## config.mk

```make
export PLATFORM = sky130hd
export DESIGN_NAME = block_stat
export DESIGN_NICKNAME = d
export VERILOG_FILES = /design/src/rtl/block_stat.sv
export SDC_FILE = /design/constraint.sdc
export NUM_CORES = 2
export LEC_CHECK = 0
export BUFFER_PORTS_ARGS = -buffer_cell sky130_fd_sc_hd__buf_2
export CORE_ASPECT_RATIO = 1.75
export CORE_MARGIN = 3
export CORE_UTILIZATION = 40
export CTS_BUF_LIST = sky130_fd_sc_hd__clkbuf_4
export DETAILED_ROUTE_END_ITERATION = 7
export RECOVER_POWER = 100
export REMOVE_ABC_BUFFERS = 1
export SKIP_CTS_REPAIR_TIMING = 1
export SLEW_MARGIN = 20
export SYNTH_ARGS = -nofsm -noshare
export SYNTH_HDL_FRONTEND = slang
export SYNTH_SLANG_ARGS = --single-unit
export TNS_END_PERCENT = 10
```

## constraint.sdc

```tcl
create_clock -name clk -period 9.3 [get_ports clk]
set_input_delay 1.395 -clock clk [delete_from_list [all_inputs] [get_ports clk]]
set_output_delay 1.395 -clock clk [all_outputs]
set_load 0.1 [all_outputs]
```

## src/rtl/block_stat.sv

```systemverilog
// Block statistics engine: per-block mean or max of a luma stream.
// Each completed block row is snapshotted and streamed out one column per transfer.
module block_stat #(
  parameter int unsigned BLK_COLS = 40,
  parameter int unsigned BLK_ROWS = 20,
  parameter int unsigned BLK_W    = 32,
  parameter int unsigned BLK_H    = 36,
  parameter int unsigned SHIFT    = 10,
  parameter int unsigned GAIN     = 910
) (
  input  logic       clk,
  input  logic       rstn,
  input  logic       de,
  input  logic       vs,
  input  logic [7:0] gray,
  input  logic       mode,
  input  logic       stat_ready,
  output logic       stat_valid,
  output logic [7:0] stat_data,
  output logic [5:0] stat_col,
  output logic [5:0] stat_row,
  output logic       frame_done,
  output logic       overrun
);

  localparam int unsigned AW = 8 + $clog2(BLK_W * BLK_H);
  localparam int unsigned LW = $clog2(BLK_W);
  localparam int unsigned PW = $clog2(BLK_COLS * BLK_W + 1);
  localparam int unsigned HW = (BLK_H > 1) ? $clog2(BLK_H) : 1;
  // Pixel counter saturates here so over-long lines never wrap into valid columns.
  localparam logic [PW-1:0] PIX_END = PW'(BLK_COLS * BLK_W);
  localparam logic [15:0]   GAIN_V  = 16'(GAIN);

  typedef enum logic [0:0] {StIdle, StSend} state_e;

  state_e          r_state, w_state_nxt;
  logic            r_vs_d, r_de_d, r_mode, r_frame_done, r_overrun;
  logic [PW-1:0]   r_pix_cnt;
  logic [HW-1:0]   r_line_in_blk;
  logic [5:0]      r_blk_row, r_col, r_row;
  logic [AW-1:0]   r_acc [BLK_COLS];
  logic [AW-1:0]   r_buf [BLK_COLS];

  logic            w_vs_rise, w_de_fall, w_pix_en, w_row_done, w_start, w_xfer, w_last;
  logic [PW-1:0]   w_col;
  logic [AW-1:0]   w_sum, w_shr;
  logic [AW+15:0]  w_prod;
  logic [7:0]      w_mean;

  assign w_vs_rise  = vs & ~r_vs_d;
  assign w_de_fall  = r_de_d & ~de;
  assign w_col      = r_pix_cnt >> LW;
  assign w_pix_en   = de & (r_pix_cnt < PIX_END) & (r_blk_row < 6'(BLK_ROWS));
  assign w_row_done = w_de_fall & (r_line_in_blk == HW'(BLK_H - 1)) & (r_blk_row < 6'(BLK_ROWS));
  assign w_start    = w_row_done & ~w_vs_rise & (r_state == StIdle);
  assign w_xfer     = (r_state == StSend) & stat_ready;
  assign w_last     = (r_col == 6'(BLK_COLS - 1));

  // Edge-detect registers, frame mode latch, pixel and line counters.
  always_ff @(posedge clk or negedge rstn) begin
    if (!rstn) begin
      r_vs_d        <= 1'b0;
      r_de_d        <= 1'b0;
      r_mode        <= 1'b0;
      r_pix_cnt     <= '0;
      r_line_in_blk <= '0;
      r_blk_row     <= '0;
    end else begin
      r_vs_d <= vs;
      r_de_d <= de;
      if (w_vs_rise) begin
        r_mode        <= mode;
        r_pix_cnt     <= '0;
        r_line_in_blk <= '0;
        r_blk_row     <= '0;
      end else begin
        if (!de)                        r_pix_cnt <= '0;
        else if (r_pix_cnt != PIX_END)  r_pix_cnt <= r_pix_cnt + 1'b1;
        if (w_de_fall && (r_blk_row < 6'(BLK_ROWS))) begin
          if (r_line_in_blk == HW'(BLK_H - 1)) begin
            r_line_in_blk <= '0;
            r_blk_row     <= r_blk_row + 1'b1;
          end else begin
            r_line_in_blk <= r_line_in_blk + 1'b1;
          end
        end
      end
    end
  end

  // Per-column sum (mean mode) or running max (max mode); snapshot on row completion.
  always_ff @(posedge clk or negedge rstn) begin
    if (!rstn) begin
      for (int c = 0; c < int'(BLK_COLS); c++) begin
        r_acc[c] <= '0;
        r_buf[c] <= '0;
      end
    end else begin
      for (int c = 0; c < int'(BLK_COLS); c++) begin
        if (w_vs_rise || w_row_done) begin
          r_acc[c] <= '0;
        end else if (w_pix_en && (w_col == PW'(c))) begin
          if (!r_mode)                 r_acc[c] <= r_acc[c] + {{(AW-8){1'b0}}, gray};
          else if (r_acc[c][7:0] < gray) r_acc[c] <= {{(AW-8){1'b0}}, gray};
        end
        // A completion that arrives mid-send is dropped so the row in flight stays intact.
        if (w_start) r_buf[c] <= r_acc[c];
      end
    end
  end

  // Sender state register.
  always_ff @(posedge clk or negedge rstn) begin
    if (!rstn) r_state <= StIdle;
    else       r_state <= w_state_nxt;
  end

  // Sender next-state: vs_rise aborts, otherwise finish after the last column transfers.
  always_comb begin
    w_state_nxt = r_state;
    unique case (r_state)
      StIdle: if (w_start) w_state_nxt = StSend;
      StSend: begin
        if (w_vs_rise)            w_state_nxt = StIdle;
        else if (w_xfer && w_last) w_state_nxt = StIdle;
      end
      default: w_state_nxt = StIdle;
    endcase
  end

  // Output column/row pointers, frame pulse and sticky overrun flag.
  always_ff @(posedge clk or negedge rstn) begin
    if (!rstn) begin
      r_col        <= '0;
      r_row        <= '0;
      r_frame_done <= 1'b0;
      r_overrun    <= 1'b0;
    end else begin
      r_frame_done <= w_xfer & w_last & (r_row == 6'(BLK_ROWS - 1)) & ~w_vs_rise;
      if (w_vs_rise) begin
        r_col     <= '0;
        r_row     <= '0;
        r_overrun <= 1'b0;
      end else begin
        if (w_start) begin
          r_col <= '0;
          r_row <= r_blk_row;
        end else if (w_xfer) begin
          r_col <= w_last ? 6'd0 : r_col + 1'b1;
        end
        if (w_row_done && (r_state == StSend)) r_overrun <= 1'b1;
      end
    end
  end

  // Select the buffered column and normalise it: min(255, ((sum >> SHIFT) * GAIN) >> 10).
  always_comb begin
    w_sum = '0;
    for (int c = 0; c < int'(BLK_COLS); c++) begin
      if (r_col == 6'(c)) w_sum = r_buf[c];
    end
    w_shr  = w_sum >> SHIFT;
    w_prod = {16'd0, w_shr} * {{AW{1'b0}}, GAIN_V};
    w_mean = (|w_prod[AW+15:18]) ? 8'hFF : w_prod[17:10];
  end

  assign stat_valid = (r_state == StSend);
  assign stat_data  = stat_valid ? (r_mode ? w_sum[7:0] : w_mean) : 8'd0;
  assign stat_col   = r_col;
  assign stat_row   = r_row;
  assign frame_done = r_frame_done;
  assign overrun    = r_overrun;

endmodule

```

# Word-level counts from Yosys, hierarchy flattened
# Index checks and enable logic that the tools add are counted.
# Widths: inputs -> output; s select.
[op_classes] multipliers=1 addsub=44 n_mux=224 n_eq_ne=122 reduce_logical=133 magnitude_cmp=42 bitwise_logic=16
[op_table] op="$mux 19" n=200
[op_table] op="$add 19x8->19" n=40
[op_table] op="$lt 8x8->1" n=40
[op_table] op="$eq 6x5->1 const B" n=33
[op_table] op="$ne 3x1->1 const B" n=41
[op_table] op="$eq 6x6->1 const B" n=17
[op_table] op="$eq 6x4->1 const B" n=16
[op_table] op="$reduce_bool 2->1" n=44
[op_table] op="$reduce_and 2->1" n=41
[op_table] op="$mux 6" n=12
[op_table] op="$eq 6x3->1 const B" n=8
[op_table] op="$logic_and 1x1->1" n=43
[op_table] op="$mux 11" n=3
[op_table] op="$eq 6x2->1 const B" n=4
[op_table] op="$mux 8" n=3
[op_table] op="$add 6x1->6 const B" n=3
[op_table] op="$mul 9x9->18 const B" n=1
[op_table] op="$and 1x1->1" n=12
[op_table] op="$eq 6x1->1 const B" n=2
[op_table] op="$add 11x1->11 const B" n=1
[op_table] op="$logic_not 11->1" n=1
[op_table] op="$lt 11x11->1 const B" n=1
[op_table] op="$ne 11x11->1 const B" n=1
[op_table] op="$reduce_or 11->1" n=1
[op_table] op="other kinds (7)" n=14
[word_totals] regBits=1561

# Longest topological paths before layout
[logic_depth] word_depth=46 depth_mapped=30

# Worst setup path before layout
# No wires, ideal clock.
[synth_timing] kind="register to output" start="register r_col[1] (netlist: stat_col[1])" end="output stat_data[5]" stages_incl_launch_ff=29 t_arrival_ps=9098 slack_ps=-1193 path_buffers=3 cell_sequence="dfrtp_1 ha_1 clkbuf_1 or2_2 clkbuf_1 clkbuf_1 nor3_1 a221oi_1 o311ai_0 o2111ai_1 o21ai_0 a2111oi_0 o221ai_1 ha_1 ha_1 inv_1 fa_1 fa_1 inv_1 ha_1 a21oi_1 nand2_1 a31oi_1 o21ai_0 a211oi_1 o21bai_1 xor2_1 nor2_1 a221oi_1"
[synth_between] elab_chain_cells=46
[synth_rtl] item="from (decl)" line="40" source="logic [5:0] r_blk_row, r_col, r_row;"
[synth_rtl] item="from (signal assigned)" line="149" source="r_col <= w_last ? 6'd0 : r_col + 1'b1;"
[synth_rtl] item="$logic_not 6->1" line="160" source="if (r_col == 6'(c)) w_sum = r_buf[c];"
[synth_rtl] item="$mux 19 (39 in series)" line="160"
[synth_rtl] item="$mux 19 (*)" line="160"
[synth_rtl] item="$mul 9x9->18" line="163" source="w_prod = {16'd0, w_shr} * {{AW{1'b0}}, GAIN_V};"
[synth_rtl] item="$reduce_or 11->1" line="164" source="w_mean = (|w_prod[AW+15:18]) ? 8'hFF : w_prod[17:10];"
[synth_rtl] item="$mux 8" line="164"
[synth_rtl] item="$mux 8 (*) (2 in series)" line="168" source="assign stat_data = stat_valid ? (r_mode ? w_sum[7:0] : w_mean) : 8'd0;"
[synth_rtl] item="to (decl)" line="19" source="output logic [7:0] stat_data,"
# Every way passes the cells marked *; elsewhere a longest branch is shown, timed or not.

# Worst setup path after layout
# Ends and elaborated chain as after synthesis.

==> results by group <==
Status
  • Result of the run: complete, but fails checks
  • Failing checks: max-capacitance violations, max-slew violations, negative setup slack

Worst setup path
  • Critical path arrival: 8070 ps
  • CP Class: flip-flop to output port
  • Crit end category: output port
  • Crit-path max FO: 7
  • Data required time of the critical path: 7910 ps
  • Slowest stage cell, crit path: fa_1
  • Crit path launch: stat_col[1]
  • Worst setup SP type: flip-flop
  • Worst R2R Setup Slack: 3550 ps
  • CP dominant cell by count: buf_6
  • Slowest Stage Delay on Critical Path: 500 ps
  • R2r startpoint: r_mode

Flow run
  • Max Cap Viol: 6

Routing
  • DR vias/cell: 6.26
  • DRC viols: 0
  • Final WL: 403000 microns
  • Via count: 80900
  • Routed len/inst: 31.2 microns
  • Number of iterations in the first detailed-routing pass: 7
  • Initial DRC count: 7361
  • Antenna viol nets, final: 0

STA
  • Fin worst setup slack: -164 ps
  • Slew margin rel.: -424%
  • Worst Skew: 112 ps
  • Final Slew Violations: 257
  • Worst hold margin: 244 ps
  • Fin crit share: 102%
  • Max Freq: 106 MHz
  • Final hold viol count: 0
  • RSZ-0062 raised after global routing: true
  • Final setup fails: 8
  • Final min period: 9460 ps
  • Worst-Margin Slew: 7860 ps

Yosys
  • Mapped cell area: 0.0904 sq mm
  • Syn. warnings: 0
  • Post-synth EDFFs: 0
  • Dominant cells by area after synthesis: dfrtp_1 (41%), ha_1 (9.5%), mux2_2 (8.9%)
  • Ys async rst share: 100%
  • Commonest register cell after synthesis: dfrtp_1
  • Synth top area share: 41.0%
  • Register area share after synthesis: 41.0%
  • Yosys reg bits: 1481
  • Syn Area/Cell: 9.62 sq um
  • Yosys top cell by area: dfrtp_1
  • Mapped Cells: 9398
  • Post-synthesis cell type count: 96

Layout
  • Most common cell after layout, fill and taps aside: dfrtp_1
  • Fill cell count: 21500
  • Layout Cells excl Fill: 12900
  • Most frequent cells in the layout: dfrtp_1 (1474), o21ai_0 (1050), nand2_1 (724)
  • Register area: 0.0371 sq mm
  • Area growth syn-to-layout: 12.7%
  • Multi-input gate area: 0.0519 sq mm
  • Post-route cell area: 0.102 sq mm
  • Final core occ: 45.4%
  • Nets: 10500
  • Fraction of layout cells with a size suffix above 1: 19.7%

Power
  • Net switching power: 0.00716 W
  • Comb power frac: 30.0%
  • Flop pwr share: 41.0%
  • Leakage power: 46.5 nW
  • Internal: 0.0119 W
  • Sw Ratio: 37.5%
  • Pwr Density: 187 mW/mm^2
  • VDD IR max: 89.9 uV
  • Clk pwr share: 29.0%

Floorplan
  • Core area: 0.224 sq mm
  • Number of core rows: 230
  • Io pins: 37
  • Die height: 635 microns
  • Starting Density: 40.3%
  • Die Width: 365 microns
  • Die ar.: 0.232 sq mm

Placed design
  • Final RePlAce weighted congestion: 1.09
  • Post-DP Area: 0.0954 sq mm
  • Place WS: -130 ps
  • Dpl hpwl: 288000 microns
  • Placed insts: 12200
  • IO Port Bufs: 36

Min path
  • Origin of the worst min-delay path: vs
  • Worst min-delay path class: input pin to flip-flop

CTS
  • Clk_lat worst skew: 1330 ps
  • Num Clock Sinks: 1481
  • TritonCTS clock tree: done
  • CTS buffer count: 363
  • Clock-pin transition on the worst setup and hold timing paths: 80 ps
  • Root Buffer: clkbuf_4
  • H-Tree Depth: 5
  • CTS Buffer Depth: 4

Global routing
  • First-pass GRT wire length: 568000 microns
  • Gr ovfl total: 0
  • Overall Global Routing Usage: 34.2%
  • Initial antenna violation count: 38
  • Largest net degree at the start of global routing: 181
  • Vias in the first global route: 78900
## state kept, by name, summed over array words and instances (netlist names)
register / cells
r_vs_d: 1
r_blk_row: 6
r_de_d: 1
r_pix_cnt: 11
stat_col: 6
frame_done: 1
r_line_in_blk: 6
r_acc: 760
stat_row: 6
stat_valid: 1
r_buf: 680
r_mode: 1
overrun: 1
## cell usage after synthesis, types with 88 or more instances
library cell,count
ha_1,689
clkbuf_1,314
a21oi_1,558
nor3_1,161
nor2_1,684
mux2_2,713
a31oi_1,126
dfrtp_1,1481
nand2_1,739
xnor2_1,153
inv_1,339
o31ai_1,188
nand3_1,218
o21a_1,129
nor2b_1,98
o21ai_0,1069
buf_2,90
o21bai_1,88
and3_1,133
nand2b_1,136
xor2_1,122
## cell type report
type / count / share of cell area, %
multi-input combinational: 7148 / 50.9
tap: 2900 / 3.56
antenna: 36 / 0.0885
sequential: 1481 / 36.4
clock buffer: 491 / 3.62
inverter: 339 / 1.27
timing repair buffer: 402 / 3.43
clock inverter: 135 / 0.694
## routing by layer
| metal | vias to the layer above | wire [microns] | track usage, % |
|---|---|---|---|
| li1 | 35100 | - | - |
| met1 | 40300 | 128000 | 33.4 |
| met2 | 3886 | 191000 | 56.2 |
| met3 | 1646 | 25000 | 7.02 |
| met4 | 14 | 58500 | 39.1 |
| met5 | - | 83 | 0 |
## per-stage QoR
step           total power, W  TNS (ps)
3_5_place_dp           0.0135      -399
2_1_floorplan          0.0118         -
5_1_grt                0.0202    -24890
3_3_place_gp           0.0134      -586
4_1_cts                0.0191    -11880
6_report               0.0191      -758
## power by group through the flow
stage	clock network [W]	logic (W)	registers, W
after floorplan	0	0.00415	0.00763
after global placement	0	0.00546	0.00790
after detailed placement	0	0.00561	0.00793
after CTS	0.00565	0.00565	0.00781
after global routing	0.00593	0.00641	0.00790
final	0.00553	0.00572	0.00783
## critical path: cells and delay by family (launching register included)
family | cells | cell delay, ps
AOI/OAI and AO/OA | 11 | 2130
xor gates and xnor gates | 2 | 330
and+or+nand+nor | 5 | 850
adders and majority gates | 6 | 1850
buffers and inverters | 9 | 1130
DFF | 1 | 490
## final timing paths
| check | end | depth (start not counted) |
|---|---|---|
| worst min register to register | r_acc[683] | 1 |
| worst max-delay path | stat_data[5] | 33 |
| min in group asynchronous | r_acc[44] | 1 |
| worst max register to register | r_acc[665] | 8 |
| max in group asynchronous | r_buf[553] | 3 |
| worst min-delay path | r_vs_d | 1 |
## logic make-up after synthesis
group,after synthesis,synth area share [%]
compound gates,2849,19.6
xor+xnor,275,2.66
fa+ha+maj,742,10.7
buf+inv,769,3.33
flops,1481,41.0
mux,726,9.03
simple gates,2556,13.7
No activity file was read; power rests on OpenSTA's default activity.
